### src/rtl/max_finder_stream.sv
// max_finder_stream
// Streaming extremum finder. It takes a frame of N unsigned WIDTH-bit numbers, one per
// valid/ready handshake, and returns the maximum (mode_min=0) or minimum (mode_min=1)
// together with its position in the frame. The result is zero-extended to OUT_WIDTH.
// When values tie, the earliest position wins.
//
//   state | meaning
//   ------+-----------------------------------------------------------
//   IDLE  | waiting for element 0 of a frame
//   ACCUM | elements 1..N-1 being accepted and compared against best
//   DONE  | result presented on res_*, input side stalled
module max_finder_stream #(
  parameter int WIDTH     = 4,
  parameter int N         = 4,
  parameter int OUT_WIDTH = 8,
  localparam int IDX_W    = (N > 1) ? $clog2(N) : 1
) (
  input  logic                 clk,
  input  logic                 rst_n,
  input  logic                 clr,
  input  logic                 mode_min,
  input  logic [WIDTH-1:0]     in_data,
  input  logic                 in_valid,
  output logic                 in_ready,
  output logic [OUT_WIDTH-1:0] res_value,
  output logic [IDX_W-1:0]     res_index,
  output logic                 res_valid,
  input  logic                 res_ready,
  output logic                 busy
);

  typedef enum logic [1:0] {
    IDLE  = 2'd0,
    ACCUM = 2'd1,
    DONE  = 2'd2
  } state_t;

  localparam logic [IDX_W-1:0] LAST = IDX_W'(N - 1);

  state_t             state;
  logic [IDX_W-1:0]   count;
  logic [WIDTH-1:0]   best;
  logic [IDX_W-1:0]   best_idx;
  logic               mode_q;
  logic               take;

  // Strict compare against the running best; ties keep the earlier element.
  assign take = mode_q ? (in_data < best) : (in_data > best);

  // Result is the running best, zero-extended; stable because best only moves outside DONE.
  assign res_value = OUT_WIDTH'(best);
  assign res_index = best_idx;

  // Frame sequencing with registered handshake/status flags.
  // in_ready, busy and res_valid are loaded alongside state so they always match it.
  // count stops at N-1 when entering DONE and is cleared on the way back to IDLE,
  // so it never wraps even when N is a power of two.
  always_ff @(posedge clk or negedge rst_n) begin
    if (!rst_n) begin
      state     <= IDLE;
      count     <= '0;
      best      <= '0;
      best_idx  <= '0;
      mode_q    <= 1'b0;
      in_ready  <= 1'b1;
      res_valid <= 1'b0;
      busy      <= 1'b0;
    end else if (clr) begin
      state     <= IDLE;
      count     <= '0;
      in_ready  <= 1'b1;
      res_valid <= 1'b0;
      busy      <= 1'b0;
    end else begin
      case (state)
        IDLE: begin
          if (in_valid) begin
            best     <= in_data;
            best_idx <= '0;
            mode_q   <= mode_min;
            busy     <= 1'b1;
            if (N == 1) begin
              state     <= DONE;
              count     <= '0;
              in_ready  <= 1'b0;
              res_valid <= 1'b1;
            end else begin
              state <= ACCUM;
              count <= IDX_W'(1);
            end
          end
        end
        ACCUM: begin
          if (in_valid) begin
            if (take) begin
              best     <= in_data;
              best_idx <= count;
            end
            if (count == LAST) begin
              state     <= DONE;
              in_ready  <= 1'b0;
              res_valid <= 1'b1;
            end else begin
              count <= count + 1'b1;
            end
          end
        end
        DONE: begin
          if (res_ready) begin
            state     <= IDLE;
            count     <= '0;
            in_ready  <= 1'b1;
            res_valid <= 1'b0;
            busy      <= 1'b0;
          end
        end
        default: begin
          state     <= IDLE;
          count     <= '0;
          in_ready  <= 1'b1;
          res_valid <= 1'b0;
          busy      <= 1'b0;
        end
      endcase
    end
  end

endmodule

### config.mk
export PLATFORM = sky130hd
export DESIGN_NAME = max_finder_stream
export DESIGN_NICKNAME = d
export VERILOG_FILES = /design/src/rtl/max_finder_stream.sv
export SDC_FILE = /design/constraint.sdc
export NUM_CORES = 1
export LEC_CHECK = 0
export ABC_AREA = 1
export BUFFER_PORTS_ARGS = -buffer_cell sky130_fd_sc_hd__buf_2
export CAP_MARGIN = 20
export CORE_MARGIN = 4
export CORE_UTILIZATION = 54
export CTS_CLUSTER_DIAMETER = 60
export CTS_CLUSTER_SIZE = 24
export DETAILED_ROUTE_END_ITERATION = 7
export PLACE_DENSITY = 0.82
export RECOVER_POWER = 25
export SLEW_MARGIN = 15
export SYNTH_ARGS = -nofsm -noshare
export SYNTH_HDL_FRONTEND = slang
export SYNTH_SLANG_ARGS = --single-unit
### constraint.sdc
create_clock -name clk -period 4.3 [get_ports clk]
set_input_delay 0.645 -clock clk [delete_from_list [all_inputs] [get_ports clk]]
set_output_delay 0.645 -clock clk [all_outputs]
set_load 0.01 [all_outputs]
==> metrics.txt, run 1 <==
largest area contributor in the netlist dfrtp_1; clock buffers created by TritonCTS 3; sequential fraction of the synthesis area 42.5%; max-cap violations 0; Primary FF master, synth dfrtp_1; RSZ-0062 raised after global routing false; Worst path most repeated cell nand2_1; count of cells resized by post-cts repair 0; worst min-delay path class in2async; final count of hold timing violations 0; Critical Path AT 1.94 ns; vias per std cell 5.00; Final min period approximately 1.8 ns; fraction of final layout cells sized beyond drive strength 1 between 20% and 30%; buffer type at the clock tree root clkbuf_4; Slew Viols, Final 0; syn_area_per_cell 7.59 um2; element type at the critical path end register; Max Fclk 567 MHz; total number of nets in the final design roughly 150; peak ir drop on the vdd network about 0.36 mV; actual slew at the worst max-slew pin 0.741 ns; number of enable flip-flop cells after synthesis 0; hpwl dp 1.29 mm; width of the die roughly 47 um; main area contributors after synthesis dfrtp_1, nand2_1, ha_1; site row count 13; run status complete, no violations; worst reg2reg startpoint best[3]; number of setup violations in the final report 0; most common cell in the netlist nand2_1; Worst path slowest cell ha_1; depth of the CTS H-tree 1; vias in the first global route 669; worst stage delay on the critical path 0.30 ns; Post-CTS Setup Inserts 0; Final ANT Viol Nets 0; share of the cycle needed by the critical path after routing 41.0%; critical path class in2reg; CTS Buffer Depth 2; leakage about 0.57 nW; critical path peak fanout 7; power density cells 628 mW/mm2; Routed WL between 1.5 and 2 mm; antenna violations before repair 0; Port Buffers 18; number of cells after detailed placement 141; critical path data required time 4.48 ns; drt first-iter violations 14; crit start category primary input; Setup Skew 0.00413 ns; last weighted congestion value of the routability-driven placer around 0.9; chain of cells forming the critical path buf_2, ha_1, a21oi_1, nand2_1, nand2_1, nand3_1, nand2_1, nand2_1, nand2_1, nand2_1; CTS tree done; Bufs and invs on worst path 1; Hold-fix buffers, CTS 0; P&R area growth vs syn 15.1%; post-synthesis async set-or-reset flop share 100%; area of the mapped netlist slightly above 800 um2; cell family with most CP delay simple AND/OR/NAND/NOR gates; headroom to the max-slew limit 50.6%; maximum number of pins on one net before global-route repair 15; synthesized instance count approximately 110; Clk pin slew, worst setup/hold paths 0.09 ns; overall overflow remaining after global route 0; aggregate global-route resource usage 17.2%; Clock Sink Count 14; reg-to-reg setup timing slack 2.59 ns; number of standard cells in the final layout excluding fillers around 150; Avg WL per Cell 10.9 um; First-pass DRT Iterations 4; effective utilization at floorplan about three fifths; total die area 0.00222 mm2; Vias 725; accumulated negative setup slack 0 ns; flip-flop and latch count after synthesis 14; share of Yosys cell area claimed by the top area cell type about two fifths; area inside the core boundary ~0.0014 mm2; number of antenna repair diodes 0; io pins 23; most frequent cells after synthesis nand2_1, inv_1, dfrtp_1; global-route wire length before repair 2.71 mm; start point of the critical path in_data[3]; clock network latency to the later pin of the worst-skew pair roughly 0.28 ns; warnings from Yosys 0; Cell variety after synth 19; remaining routing DRC violations 0; Chip Height 47.1 um
==> metal layers <==
metal	global-route usage, %	part of all wire [%]
met4	6.63	1.8
met1	20.9	43
met3	3.45	7.0
met2	29.8	48
met5	0	0
==> power by group <==
group	internal, W	total [W]	switching [W]
clock network	0.0000516	0.0000968	0.0000452
registers	0.000187	0.000226	0.0000395
logic	0.000102	0.000274	0.000172
==> through the flow <==
| stage | hold slack (ns) | worst slack, ns | util [%] | total power [W] | area [um2] |
|---|---|---|---|---|---|
| 6_report | 0.387 | 2.54 | 69.7 | 0.000598 | 952 |
| 5_1_grt | 0.448 | 2.35 | 69.7 | 0.000669 | 952 |
| 4_1_cts | 0.250 | 2.53 | 69.8 | 0.000605 | 953 |
| 3_5_place_dp | 0.455 | 2.23 | 67.1 | 0.000509 | 917 |
| 3_3_place_gp | 0.457 | 2.32 | 67.1 | 0.000496 | 917 |
| 2_1_floorplan | 0.349 | 2.54 | - | 0.000427 | 838 |
==> cells by family (layout without fill, tap and decap cells) <==
group | count (synthesis) | after routing | synth area share (%)
buf+inv | 21 | 39 | 11.3
flops | 14 | 14 | 42.5
simple gates | 59 | 59 | 31.0
compound gates | 9 | 9 | 7.11
other cells | 1 | 4 | 0.453
fa+ha+maj | 5 | 5 | 7.56
==> worst paths after layout <==
kind	end	cells after the start
min reg2reg	in_ready	2
max	best[1]	10
max in group asynchronous	count[0]	1
max reg2reg	best[1]	10
min	mode_q	1
min in group clk	in_ready	2
==> placed cells by master (no fill, tap or decap) <==
cell,netlist,layout
o21ai_2,3,3
nor2_4,1,1
inv_1,15,15
dfrtp_1,13,13
nand3_1,11,11
nand4_1,1,1
clkbuf_4,0,3
nand2_1,34,34
inv_2,2,2
ha_1,5,5
clkbuf_1,0,1
clkbuf_8,0,1
a21oi_1,2,2
o21ai_0,3,3
nor2_2,1,1
nor3_1,1,1
dfstp_2,1,1
nand2_4,1,1
o21bai_1,1,1
conb_1,1,4
buf_2,0,17
nor2_1,9,9
==> final cells by class <==
cell class / instances / area, um2
Timing Repair Buffer: 18 / 88.8
Fill cell: 118 / 414
Multi-Input combinational cell: 77 / 393
Sequential cell: 14 / 352
Clock buffer: 4 / 36.3
Inverter: 17 / 63.8
Tap cell: 15 / 18.8
==> flip-flops by register name, indices dropped and copies added, names as in the netlist <==
register	cells
best	4
count	2
res_index	2
state	2
busy	1
in_ready	1
mode_q	1
res_valid	1
No activity file was read; power rests on OpenSTA's default activity.
==> inputs of run 2 (changes only) <==
--- a/config.mk
+++ b/config.mk
@@ -5,15 +5,15 @@
 export SDC_FILE = /design/constraint.sdc
 export NUM_CORES = 1
 export LEC_CHECK = 0
-export ABC_AREA = 1
+export ABC_AREA = 0
 export BUFFER_PORTS_ARGS = -buffer_cell sky130_fd_sc_hd__buf_2
 export CAP_MARGIN = 20
 export CORE_MARGIN = 4
-export CORE_UTILIZATION = 54
+export CORE_UTILIZATION = 45
 export CTS_CLUSTER_DIAMETER = 60
 export CTS_CLUSTER_SIZE = 24
 export DETAILED_ROUTE_END_ITERATION = 7
-export PLACE_DENSITY = 0.82
+export PLACE_DENSITY = 0.73
 export RECOVER_POWER = 25
 export SLEW_MARGIN = 15
 export SYNTH_ARGS = -nofsm -noshare
==> constraint.sdc (replaced) <==
create_clock -name clk -period 1.5 [get_ports clk]
set_input_delay 0.225 -clock clk [delete_from_list [all_inputs] [get_ports clk]]
set_output_delay 0.225 -clock clk [all_outputs]
set_load 0.01 [all_outputs]
==> metrics.txt, run 2 <==
worst reg2reg endpoint best[3]; number of enable flip-flop cells after synthesis 0 (unchanged); io pins 23 (unchanged); highest metal layer with signal wires met3; RSZ-0062 raised after global routing true; critical path peak fanout 4 (-3); sum of routed wire segments on met1 808 um (+18%); most common cell after layout, fill and taps aside buf_2; overall overflow remaining after global route 0 (unchanged); overall power 0.00124 W (+110%); width of the die 51.4 um (+9.1%); P&R area growth vs syn 28.5%; worst min-delay path class in2reg; Final ANT Viol Nets 0 (unchanged); total number of nets in the final design 133 (-8.9%); Chip Height 51.4 um (+9.1%); last weighted congestion value of the routability-driven placer 0.774 (-14%); Routed WL 1.79 mm (+13%); actual slew at the worst max-slew pin 0.792 ns (+0.0511 ns); max-cap violations 0 (unchanged); detailed route wirelength on metal3 80 um (-28%); Slew Viols, Final 0 (unchanged); aggregate global-route resource usage 15.5% (-1.7 points); hpwl dp 1.40 mm (+8.4%); drt first-iter violations 2 (-12); area inside the core boundary 0.00176 mm2 (+29%); maximum number of pins on one net before global-route repair 15 (unchanged); length of routed met2 wiring 896 um (+18%); Setup Skew 0.00118 ns (-0.00295 ns); setup slack after layout -0.355 ns (-2.89 ns); total die area 0.00264 mm2 (+19%); share of the cycle needed by the critical path after routing 124%; critical path data required time 1.67 ns (-2.81 ns); element type at the critical path end register; area of the mapped netlist 848 um2 (+2.6%); sequential fraction of the synthesis area 41.4% (-1.1 points); syn_area_per_cell 9.75 um2 (+29%); main area contributors after synthesis dfrtp_1, ha_1, mux2_2; number of setup violations in the final report 6 (+6); commonest cells after routing, fill and taps aside buf_2, dfrtp_1, nand2_1, buf_4, nor2_1; violations in the final reports negative setup slack; number of antenna repair diodes 0 (unchanged); crit start category register; buffer type at the clock tree root clkbuf_4; worst reg2reg startpoint best[1]; flip-flop and latch count after synthesis 14 (unchanged); final count of hold timing violations 0 (unchanged); Final min period 1.86 ns; largest reg by FF count best; most common cell in the netlist dfrtp_1; run status finished, violations left; Critical Path AT 2.03 ns (+0.09 ns); CTS tree done; antenna violations before repair 0 (unchanged); fraction of final layout cells sized beyond drive strength 1 40.2% (+17 points); First-pass DRT Iterations 2 (-2); clock network latency to the later pin of the worst-skew pair 0.28 ns (about the same); vias in the first global route 738 (+10%); Primary FF master, synth dfrtp_1; Port Buffers 18 (unchanged); site row count 15 (+2); global-route wire length before repair 3.14 mm (+16%); critical path class reg2reg; Max Fclk between 500 and 600 MHz; largest area contributor in the netlist dfrtp_1; vias per std cell 5.06 (+1.3%); sink of the worst hold path mode_q; power density cells 1140 mW/mm2 (+81%); Vias 719 (-0.83%); synthesized instance count 87 (-20%); clock buffers created by TritonCTS 3 (unchanged); Cell variety after synth 29 (+10); Hold Startpoint mode_min; Clk pin slew, worst setup/hold paths 0.09 ns (about the same); number of stages on the worst hold path 2; headroom to the max-slew limit 47.2% (-3.4 points); depth of the CTS H-tree 1 (unchanged); Avg WL per Cell 12.6 um (+15%); reg-to-reg setup timing slack -0.36 ns (-2.95 ns); effective utilization at floorplan 48.1% (-12 points); CTS Buffer Depth 2 (unchanged); peak ir drop on the vdd network 0.611 mV (+70%); number of cells on the worst reg-to-reg path 7 (-3); most frequent cells after synthesis dfrtp_1, nand2_1, nor2_1; Clock Sink Count 14 (unchanged); max FFs per register 4 (unchanged); warnings from Yosys 0 (unchanged); post-synthesis async set-or-reset flop share 100% (unchanged); share of Yosys cell area claimed by the top area cell type 38.3% (-0.99 points); remaining routing DRC violations 0 (unchanged); Util after Layout 61.8% (-7.9 points); leakage 0.557 nW (-2.5%)
## run 2: cell types whose count changed in the layout (fill, tap and decap cells not counted), moves of 2 or more
| cell | previous run | this run |
|---|---|---|
| a21oi_1 | 2 | 6 |
| a21oi_2 | 0 | 2 |
| buf_4 | 0 | 10 |
| inv_1 | 15 | 6 |
| mux2_4 | 0 | 4 |
| nand2_1 | 34 | 10 |
| nand3_1 | 11 | 1 |
| o2111ai_1 | 0 | 2 |
| o211ai_1 | 0 | 2 |
| o21ai_2 | 3 | 0 |
## run 2: final cells by class
class | instances | area (um2)
Multi-Input combinational cell | 63 | 470
Timing Repair Buffer | 29 | 174
Inverter | 7 | 26.3
Tap cell | 25 | 31.3
Sequential cell | 14 | 352
Fill cell | 186 | 674
Clock buffer | 4 | 36.3
## run 2: metal layers
metal,vias to the layer above,track usage [%]
li1,360,-
met1,343,19.9
met2,16,25.6
met3,0,3.50
met4,0,5.24
met5,-,0
## run 2: cells by family (layout without fill, tap and decap cells)
kind of cell               count (synthesis)  in the layout  share of synthesized area, %
muxes                                      5              5                          6.64
AOI/OAI and AO/OA                         22             22                          20.1
other                                      1              4                         0.442
DFF                                       14             14                          41.4
and+or+nand+nor                           27             27                          15.6
adders and majority gates                  5              5                          7.37
buffers and inverters                     13             40                          8.41
## run 2: timing repair
| item | 4_1_cts | 5_1_grt |
|---|---|---|
| pin swaps | 3 | 4 |
| buffers inserted | 2 | 1 |
| resized for setup | 7 | 1 |
| endpoints found under the setup margin | 6 | 6 |
| hold buffers | 1 | 0 |
| endpoints found under the hold margin | 13 | 0 |
## run 2: worst max-delay path, cell delays in order, from the launching register on
cell	delay (ns)
dfrtp_1	0.40
inv_2	0.07
ha_4	0.19
nor2b_4	0.12
o211ai_2	0.16
a21oi_2	0.10
o31ai_4	0.37
mux2_4	0.33
## run 2: where the power goes
| group | switching, W | internal, W |
|---|---|---|
| clock network | 0.000130 | 0.000148 |
| registers | 0.0000484 | 0.000442 |
| logic | 0.000222 | 0.000251 |
## run 2: worst max-delay path by stage
stage               cells after the start  startpoint  endpoint
floorplan                               7     best[1]   best[0]
global route                            7     best[1]   best[0]
finish                                  7     best[1]   best[3]
CTS                                     7     best[1]   best[0]
global placement                        7     best[1]   best[3]
detailed placement                      7     best[1]   best[0]
## run 2: per-stage QoR
step           cells  instance area [um2]  hold slack, ns  setup TNS, ns  setup slack (ns)
2_1_floorplan     90                  860         -0.0706          -1.71            -0.356
3_3_place_gp     136                 1000           0.139          -1.85            -0.345
3_5_place_dp     136                 1000           0.142          -2.13            -0.394
4_1_cts          142                 1090           0.171          -1.96            -0.393
5_1_grt          142                 1090           0.166          -2.45            -0.460
6_report         142                 1090           0.172          -1.83            -0.355
